## config.mk

```make
export PLATFORM = sky130hd
export DESIGN_NAME = seq_divider_flat
export DESIGN_NICKNAME = d
export VERILOG_FILES = /design/src/rtl/seq_divider_if.sv /design/src/rtl/seq_divider.sv /design/src/flat_wrapper.sv
export SDC_FILE = /design/constraint.sdc
export NUM_CORES = 1
export LEC_CHECK = 0
export CAP_MARGIN = 20
export CORE_ASPECT_RATIO = 1.2
export CORE_MARGIN = 4
export CORE_UTILIZATION = 41
export CTS_CLUSTER_SIZE = 8
export DETAILED_ROUTE_END_ITERATION = 8
export PLACE_DENSITY = 0.72
export SYNTH_ARGS = -nofsm -noshare
export SYNTH_HDL_FRONTEND = slang
export SYNTH_SLANG_ARGS = --single-unit
```

## constraint.sdc

```tcl
create_clock -name clk -period 3.43 [get_ports clk]
set_clock_uncertainty 0.15 [all_clocks]
set_input_delay 1.029 -clock clk [delete_from_list [all_inputs] [get_ports clk]]
set_output_delay 1.029 -clock clk [all_outputs]
set_load 0.005 [all_outputs]
```

## src/rtl/seq_divider_if.sv

```systemverilog
// ---------------------------------------------------------------------------
// seq_divider_if
// Divide handshake between the execute stage (master) and the iterative
// divider (slave).
//   flush       master -> slave  abort any in-flight divide
//   sourceData  master -> slave  divide request, held while execute is stalled
//   sign        master -> slave  1 = signed (DIV), 0 = unsigned (DIVU)
//   A, B        master -> slave  dividend / divisor
//   F           slave -> master  {quotient, remainder}, registered
//   hasData     slave -> master  divide in progress (execute stalls on it)
//   dataOK      slave -> master  one-cycle result-valid strobe
// WIDTH must match the WIDTH of the seq_divider it is connected to.
// ---------------------------------------------------------------------------
interface seq_divider_if #(
  parameter int WIDTH = 32
);
  logic               flush;
  logic               sourceData;
  logic               sign;
  logic [WIDTH-1:0]   A;
  logic [WIDTH-1:0]   B;
  logic [2*WIDTH-1:0] F;
  logic               hasData;
  logic               dataOK;

  modport master (
    output flush, sourceData, sign, A, B,
    input  F, hasData, dataOK
  );

  modport slave (
    input  flush, sourceData, sign, A, B,
    output F, hasData, dataOK
  );
endinterface

```

## src/rtl/seq_divider.sv

```systemverilog
// ---------------------------------------------------------------------------
// seq_divider
// Iterative radix-2 restoring divider, responder side of the execute-stage
// divide handshake. One quotient bit is produced per cycle, MSB first, on the
// operand magnitudes; signs are applied afterwards in a single fix-up cycle.
// Fixed latency: the result strobe (dataOK) arrives WIDTH+2 cycles after the
// accept cycle.
// Ports:
//   clk   in   clock, all state updates on the rising edge
//   rst   in   synchronous active-high reset; clears every register
//   bus   slave modport of seq_divider_if (flush, sourceData, sign, A, B in;
//         F, hasData, dataOK out)
// ---------------------------------------------------------------------------
module seq_divider #(
  parameter int WIDTH = 32
) (
  input  logic        clk,
  input  logic        rst,
  seq_divider_if.slave bus
);

  localparam int CW = (WIDTH > 1) ? $clog2(WIDTH) : 1;

  typedef enum logic [1:0] {
    IDLE = 2'd0,
    CALC = 2'd1,
    FIX  = 2'd2,
    DONE = 2'd3
  } state_t;

  state_t             state_reg;
  logic [CW-1:0]      count_reg;
  logic [WIDTH-1:0]   rem_reg;       // partial remainder
  logic [WIDTH-1:0]   dvd_reg;       // dividend shifts out at the top, quotient shifts in at the bottom
  logic [WIDTH-1:0]   divisor_reg;   // |B|
  logic [WIDTH-1:0]   a_raw_reg;     // raw A, returned as remainder on divide by zero
  logic               neg_q_reg;
  logic               neg_r_reg;
  logic               div_zero_reg;
  logic [2*WIDTH-1:0] f_reg;
  logic               data_ok_reg;

  // ------------------------------------------------------------------------
  // Accept / handshake
  // ------------------------------------------------------------------------
  logic accept;
  assign accept = (state_reg == IDLE) && bus.sourceData && !bus.flush;

  // Combinational so that execute stalls in the very cycle it presents the
  // request; held high through DONE.
  assign bus.hasData = (state_reg != IDLE) || accept;
  assign bus.F       = f_reg;
  assign bus.dataOK  = data_ok_reg;

  // Operand magnitudes, only meaningful for signed requests with MSB set.
  logic             a_neg;
  logic             b_neg;
  logic [WIDTH-1:0] a_mag;
  logic [WIDTH-1:0] b_mag;
  assign a_neg = bus.sign && bus.A[WIDTH-1];
  assign b_neg = bus.sign && bus.B[WIDTH-1];
  assign a_mag = a_neg ? ({WIDTH{1'b0}} - bus.A) : bus.A;
  assign b_mag = b_neg ? ({WIDTH{1'b0}} - bus.B) : bus.B;

  // ------------------------------------------------------------------------
  // One restoring step
  // ------------------------------------------------------------------------
  // The shifted remainder needs WIDTH+1 bits: the remainder is always below
  // the divisor, but after the shift it can exceed 2^WIDTH-1.
  logic [WIDTH:0]   rem_shift;
  logic             q_bit;
  logic [WIDTH-1:0] rem_diff;
  assign rem_shift = {rem_reg, dvd_reg[WIDTH-1]};
  assign q_bit     = rem_shift >= {1'b0, divisor_reg};
  // When q_bit is set the true difference is below the divisor, so the low
  // WIDTH bits of a modular subtract are exact.
  assign rem_diff  = rem_shift[WIDTH-1:0] - divisor_reg;

  logic [WIDTH-1:0] rem_next;
  logic [WIDTH-1:0] dvd_next;
  assign rem_next = q_bit ? rem_diff : rem_shift[WIDTH-1:0];
  assign dvd_next = {dvd_reg[WIDTH-2:0], q_bit};

  // ------------------------------------------------------------------------
  // Sign fix-up. After CALC, dvd_reg holds |q| and rem_reg holds |r|.
  // Two's-complement negation wraps, so -2^(W-1) / -1 yields 2^(W-1).
  // ------------------------------------------------------------------------
  logic [WIDTH-1:0]   q_fix;
  logic [WIDTH-1:0]   r_fix;
  logic [2*WIDTH-1:0] f_next;
  assign q_fix  = neg_q_reg ? ({WIDTH{1'b0}} - dvd_reg) : dvd_reg;
  assign r_fix  = neg_r_reg ? ({WIDTH{1'b0}} - rem_reg) : rem_reg;
  // Divide by zero overrides sign correction with a fixed pattern.
  assign f_next = div_zero_reg ? {{WIDTH{1'b1}}, a_raw_reg} : {q_fix, r_fix};

  // ------------------------------------------------------------------------
  // Control FSM and datapath registers
  // ------------------------------------------------------------------------
  always_ff @(posedge clk) begin
    if (rst) begin
      state_reg    <= IDLE;
      count_reg    <= '0;
      rem_reg      <= '0;
      dvd_reg      <= '0;
      divisor_reg  <= '0;
      a_raw_reg    <= '0;
      neg_q_reg    <= 1'b0;
      neg_r_reg    <= 1'b0;
      div_zero_reg <= 1'b0;
      f_reg        <= '0;
      data_ok_reg  <= 1'b0;
    end else begin
      // dataOK is only ever set on the FIX -> DONE transition.
      data_ok_reg <= 1'b0;

      case (state_reg)
        IDLE: begin
          if (accept) begin
            rem_reg      <= '0;
            dvd_reg      <= a_mag;
            divisor_reg  <= b_mag;
            a_raw_reg    <= bus.A;
            neg_q_reg    <= bus.sign && (bus.A[WIDTH-1] ^ bus.B[WIDTH-1]);
            neg_r_reg    <= a_neg;
            div_zero_reg <= (bus.B == '0);
            count_reg    <= CW'(WIDTH - 1);
            state_reg    <= CALC;
          end
        end

        CALC: begin
          if (bus.flush) begin
            state_reg <= IDLE;
          end else begin
            rem_reg <= rem_next;
            dvd_reg <= dvd_next;
            if (count_reg == '0) begin
              state_reg <= FIX;
            end else begin
              count_reg <= count_reg - 1'b1;
            end
          end
        end

        FIX: begin
          if (bus.flush) begin
            // Aborted: F keeps the previous result, no strobe.
            state_reg <= IDLE;
          end else begin
            f_reg       <= f_next;
            data_ok_reg <= 1'b1;
            state_reg   <= DONE;
          end
        end

        DONE: begin
          // Any sourceData here is the old, still-held request; never
          // re-accepted from DONE.
          state_reg <= IDLE;
        end

        default: state_reg <= IDLE;
      endcase
    end
  end

endmodule

```

## src/flat_wrapper.sv

```systemverilog
// flat-port wrapper written by rule: the top's interface ports become plain ports
module seq_divider_flat 
#(
  parameter int WIDTH = 32
)
  (clk, rst, bus_flush, bus_sourceData, bus_sign, bus_A, bus_B, bus_F, bus_hasData, bus_dataOK);
  seq_divider_if #(.WIDTH(WIDTH)) bus_i ();
  input  logic clk;
  input  logic rst;
  input wire logic [$bits(bus_i.flush)-1:0] bus_flush;
  input wire logic [$bits(bus_i.sourceData)-1:0] bus_sourceData;
  input wire logic [$bits(bus_i.sign)-1:0] bus_sign;
  input wire logic [$bits(bus_i.A)-1:0] bus_A;
  input wire logic [$bits(bus_i.B)-1:0] bus_B;
  output wire logic [$bits(bus_i.F)-1:0] bus_F;
  output wire logic [$bits(bus_i.hasData)-1:0] bus_hasData;
  output wire logic [$bits(bus_i.dataOK)-1:0] bus_dataOK;
  assign bus_i.flush = bus_flush;
  assign bus_i.sourceData = bus_sourceData;
  assign bus_i.sign = bus_sign;
  assign bus_i.A = bus_A;
  assign bus_i.B = bus_B;
  assign bus_F = bus_i.F;
  assign bus_hasData = bus_i.hasData;
  assign bus_dataOK = bus_i.dataOK;
  seq_divider #(.WIDTH(WIDTH)) u_core (.clk(clk), .rst(rst), .bus(bus_i));
endmodule
```

## Word level (Yosys, flattened, before mapping)

Index checks and enable logic that the tools add are counted.

- Output and inout bits: 66
- Flip-flop bits (word level): 203
- Bits of input ports: 69

- Reductions and logical operators: 18
- Eq/ne operators: 7
- $add $sub $neg: 6
- Bitwise gates (word level): 3
- $lt $le $gt $ge: 1
- Muxes and demuxes: 22

Operators with widths:

| cell | count |
|---|---|
| 32-bit 2-to-1 mux | 9 |
| 32-bit one-hot mux with 2 select lines | 2 |
| 1-bit by 32-bit subtractor with 32-bit output (first input constant) | 4 |
| 64-bit 2-to-1 mux | 1 |
| 33-bit by 32-bit >= comparator with 1-bit output | 1 |
| 32-bit logical NOT | 1 |
| 32-bit subtractor | 1 |
| 5-bit 2-to-1 mux | 3 |
| 5-bit one-hot mux with 2 select lines | 1 |
| 2-bit 2-to-1 mux | 4 |
| 2-bit one-hot mux with 4 select lines | 1 |
| 2-bit AND reduction | 3 |
| 1-bit logical AND | 5 |
| 5-bit logical NOT | 1 |
| 5-bit by 1-bit subtractor with 5-bit output (second input constant) | 1 |
| 2-bit == test (second input constant) | 2 |
| 2-bit inequality test (second input constant) | 2 |
| 4-bit AND reduction | 1 |
| 2-bit nonzero test | 2 |
| 3-bit by 2-bit inequality test with 1-bit output (second input constant) | 1 |
| 3-bit AND reduction | 1 |
| 2-bit by 1-bit == test with 1-bit output (second input constant) | 1 |
| 2-bit logical NOT | 1 |
| 2-bit by 1-bit inequality test with 1-bit output (second input constant) | 1 |
| 6 further kinds | 7 |

## Longest topological paths before layout

- Depth after elaboration: 5
- Mapped depth: 13
- Mapped depth without buffers: 13

## Worst setup path after synthesis

No wires, ideal clock.

- Path kind: input-to-reg
- Start point: input port bus_A[6]
- End point: register u_core.dvd_reg[29]
- Setup slack: 0.022 ns
- Cell stages on the path: 9
- Buffers on the path: 0
- Data required time: 3.152 ns
- Data arrival time: 3.130 ns
- Library setup time: 0.128 ns
- Cell sequence: or4_4 or4_4 or3_4 nor2_2 and2_4 a21oi_2 xor2_1 a221oi_1 nor2_1

- Cells in the longest elaborated chain, start to end: 4

RTL lines:

| item | RTL line | source |
|---|---|---|
| start, declared | flat_wrapper.sv:13 | `input wire logic [$bits(bus_i.A)-1:0] bus_A;` |
| 1-bit by 32-bit subtractor with 32-bit output | seq_divider.sv:62 | `assign a_mag = a_neg ? ({WIDTH{1'b0}} - bus.A) : bus.A;` |
| 32-bit 2-to-1 mux | seq_divider.sv:62 |  |
| 32-bit 2-to-1 mux | seq_divider.sv:118 | `if (accept) begin` |
| 32-bit one-hot mux with 2 select lines | seq_divider.sv:116 | `case (state_reg)` |
| end signal, assigned | seq_divider.sv:120 | `dvd_reg <= a_mag;` |
| end signal, assigned | seq_divider.sv:136 | `dvd_reg <= dvd_next;` |
| end, declared | seq_divider.sv:34 | `logic [WIDTH-1:0] dvd_reg;` |

No other way between the ends. The select of a mux whose other input is x is not followed.
A chain may end at the register's enable or synchronous reset.

## Final worst setup path

- Start point: input port bus_A[7]
- End point: register u_core.dvd_reg[27]

The elaborated chain is that of the path after synthesis.

==> metrics <==
CP peak stage delay=580 ps; dpl hpwl=26,000 µm; routed vias=11.9k; Tot Pwr=6.15 mW; ys flop type=dfxtp_1; vias in the first global route=11.4k; worst-path cell chain=dlygate4sd2_1 -> or4_4 -> or4_4 -> or3_4 -> nor2_4 -> and2_4 -> buf_4 -> nor2_1 -> xnor2_1 -> a221oi_2; count of final hold-check violations=0; Congestion Overflow GR=0; Synth area leader=dfxtp_1; DRT iter0 DRCs=822; kind of critical path=in2reg; most frequent cell after synthesis=nand2_1; Post-Syn Instances=1,594; total CTS buffers=29; CTS tree=yes; Synth Net Count=1,702; final number of setup-violating endpoints=0; share of layout cells above drive strength 1=9.95%; Synth top cells by count=nand2_1, dfxtp_1, nor2_1; actual slew at the worst max-slew pin=622 ps; Ys Warns=0; worst vdd ir=0.313 mV; Worst Path Arrival=3650 ps; die area=0.0320 mm²; number of synthesized register bits=203; Seq/Total Area, Yosys=33.9%; Yosys cell types=64; Total GRT Usage=20.9%; RSZ-0062 raised after global routing=yes; first-pass GRT wire length=56,600 µm; detailed-route wire length=34,500 µm; Post-synth EDFFs=0; Min-Delay Path Class=reg2reg; Post-layout nets=1,877; Power Density=406 mW/mm²; clk root buf=clkbuf_16; TritonRoute pass-1 iters=5; # IOs=135; crit path from=bus_A[7]; Antenna Cells=0; Worst-path clk slew=50 ps; leakage=5.84 nW; vias per cell=5.52; CP max FO=5; row count=68; Worst setup SP type=input pin; slew margin rel.=58.1%; clock period minus worst slack=3360 ps; clock latency on the worst-skew pair=540 ps; initial antenna violation count=0; crit share post-route=97.9%; Initial Util=41.7%; largest net degree at the start of global routing=64; Final Util=52.7%; Area Growth Syn to Fin=26.6%; clock sinks=203; Crit path required time=3720 ps; core area=0.0288 mm²; Longest Clk Path Bufs=3; Synth Cell Area=0.0120 mm²; die height=195 µm; max reg flops=64; top cell type's share of synthesized area=33.9%; DR WL/cell=16.0 µm; cell mode on critical path=or4_4; Synth area leaders=dfxtp_1, nand2_1, a21oi_1, nor2_1, xnor2_1; CP Capture Type=flop; fmax=0.298 GHz; H-Tree Depth=1; GP Congestion=0.914; DRC=0; Die W=164 µm; Routed Antenna Nets=0; Max Slew Vio Count=0; hold path start=u_core.a_raw_reg[30]; asr flop ratio synth=0%; Port Buffers=134; Syn Area/Cell=7.52 µm²; worst r2r src=u_core.dvd_reg[31]; CP delay by family, top=simple AND/OR/NAND/NOR gates; CP bufs+invs=2; outcome=finished clean; CTS Hold Bufs=0; critical path's slowest cell=or4_4; Max-Cap Viols=0
==> tightest hold or removal path, stage by stage (launching register included) <==
cell     delay [ps]
dfxtp_1         300
nand2_1          50
a21oi_1          50
==> report_power, final <==
part	total (mW)	internal (mW)	switching, mW
clock network	2.45	1.47	0.976
registers	2.55	2.46	0.0873
logic	1.16	0.516	0.640
total	6.15	4.45	1.70
==> metal layers <==
metal	vias to the layer above	wire (µm)	global-route usage, %
met5	-	0	0
li1	5976	-	-
met4	0	1030	7.12
met1	5534	14700	26.4
met2	304	17000	36.7
met3	77	1750	2.51
==> worst paths after layout <==
| kind | to | slack [ps] | cells past startpoint |
|---|---|---|---|
| setup reg to reg | u_core.rem_reg[30] | 220 | 15 |
| hold reg to reg | u_core.a_raw_reg[30] | 300 | 2 |
| hold / removal | u_core.a_raw_reg[30] | 300 | 2 |
| setup / recovery | u_core.dvd_reg[27] | 70 | 10 |
==> cell usage in the layout (no fill, tap or decap), types with 55 or more instances in the layout <==
cell type	netlist	final
inv_1	55	55
nor2_1	182	181
nand2_1	226	226
xor2_1	71	71
xnor2_1	73	73
buf_4	0	108
dfxtp_1	203	201
a21oi_1	160	158
o21ai_0	123	122
clkdlybuf4s50_1	0	128
==> layout make-up <==
type                            count  area (µm²)
Inverter                           55         206
Multi-Input combinational cell   1233        7400
Clock inverter                      2        16.3
Tap cell                          385         482
Sequential cell                   203        4070
Fill cell                        2752       13600
Clock buffer                       29         726
Timing Repair Buffer              247        2260
==> stage by stage <==
step	TNS, ps	std cells	hold WS [ps]	worst slack (ps)	area [µm²]
CTS	0	2153	303	33.9	15100
global route	-30.4	2154	328	-21.7	15200
floorplan	0	1594	277	22.3	12000
global placement	-10560	2121	286	-570	14300
finish	0	2154	304	71.9	15200
detailed placement	-12480	2121	295	-603	14300
==> kinds of logic (layout without fill, tap and decap cells) <==
| group | after synthesis | in the layout | synth area share (%) |
|---|---|---|---|
| muxes | 11 | 11 | 0.919 |
| adders and majority gates | 39 | 39 | 4.14 |
| and+or+nand+nor | 555 | 555 | 20.6 |
| DFF | 203 | 203 | 33.9 |
| xor gates and xnor gates | 144 | 144 | 10.5 |
| buffers and inverters | 158 | 333 | 4.99 |
| AOI/OAI and AO/OA | 484 | 484 | 24.9 |
==> timing repair <==
item	CTS	global route
gates cloned	0	0
gates resized for setup	6	12
buffers inserted	1	1
pin swaps	5	6
endpoints found under the setup margin	4	13
No activity file was read; power rests on OpenSTA's default activity.
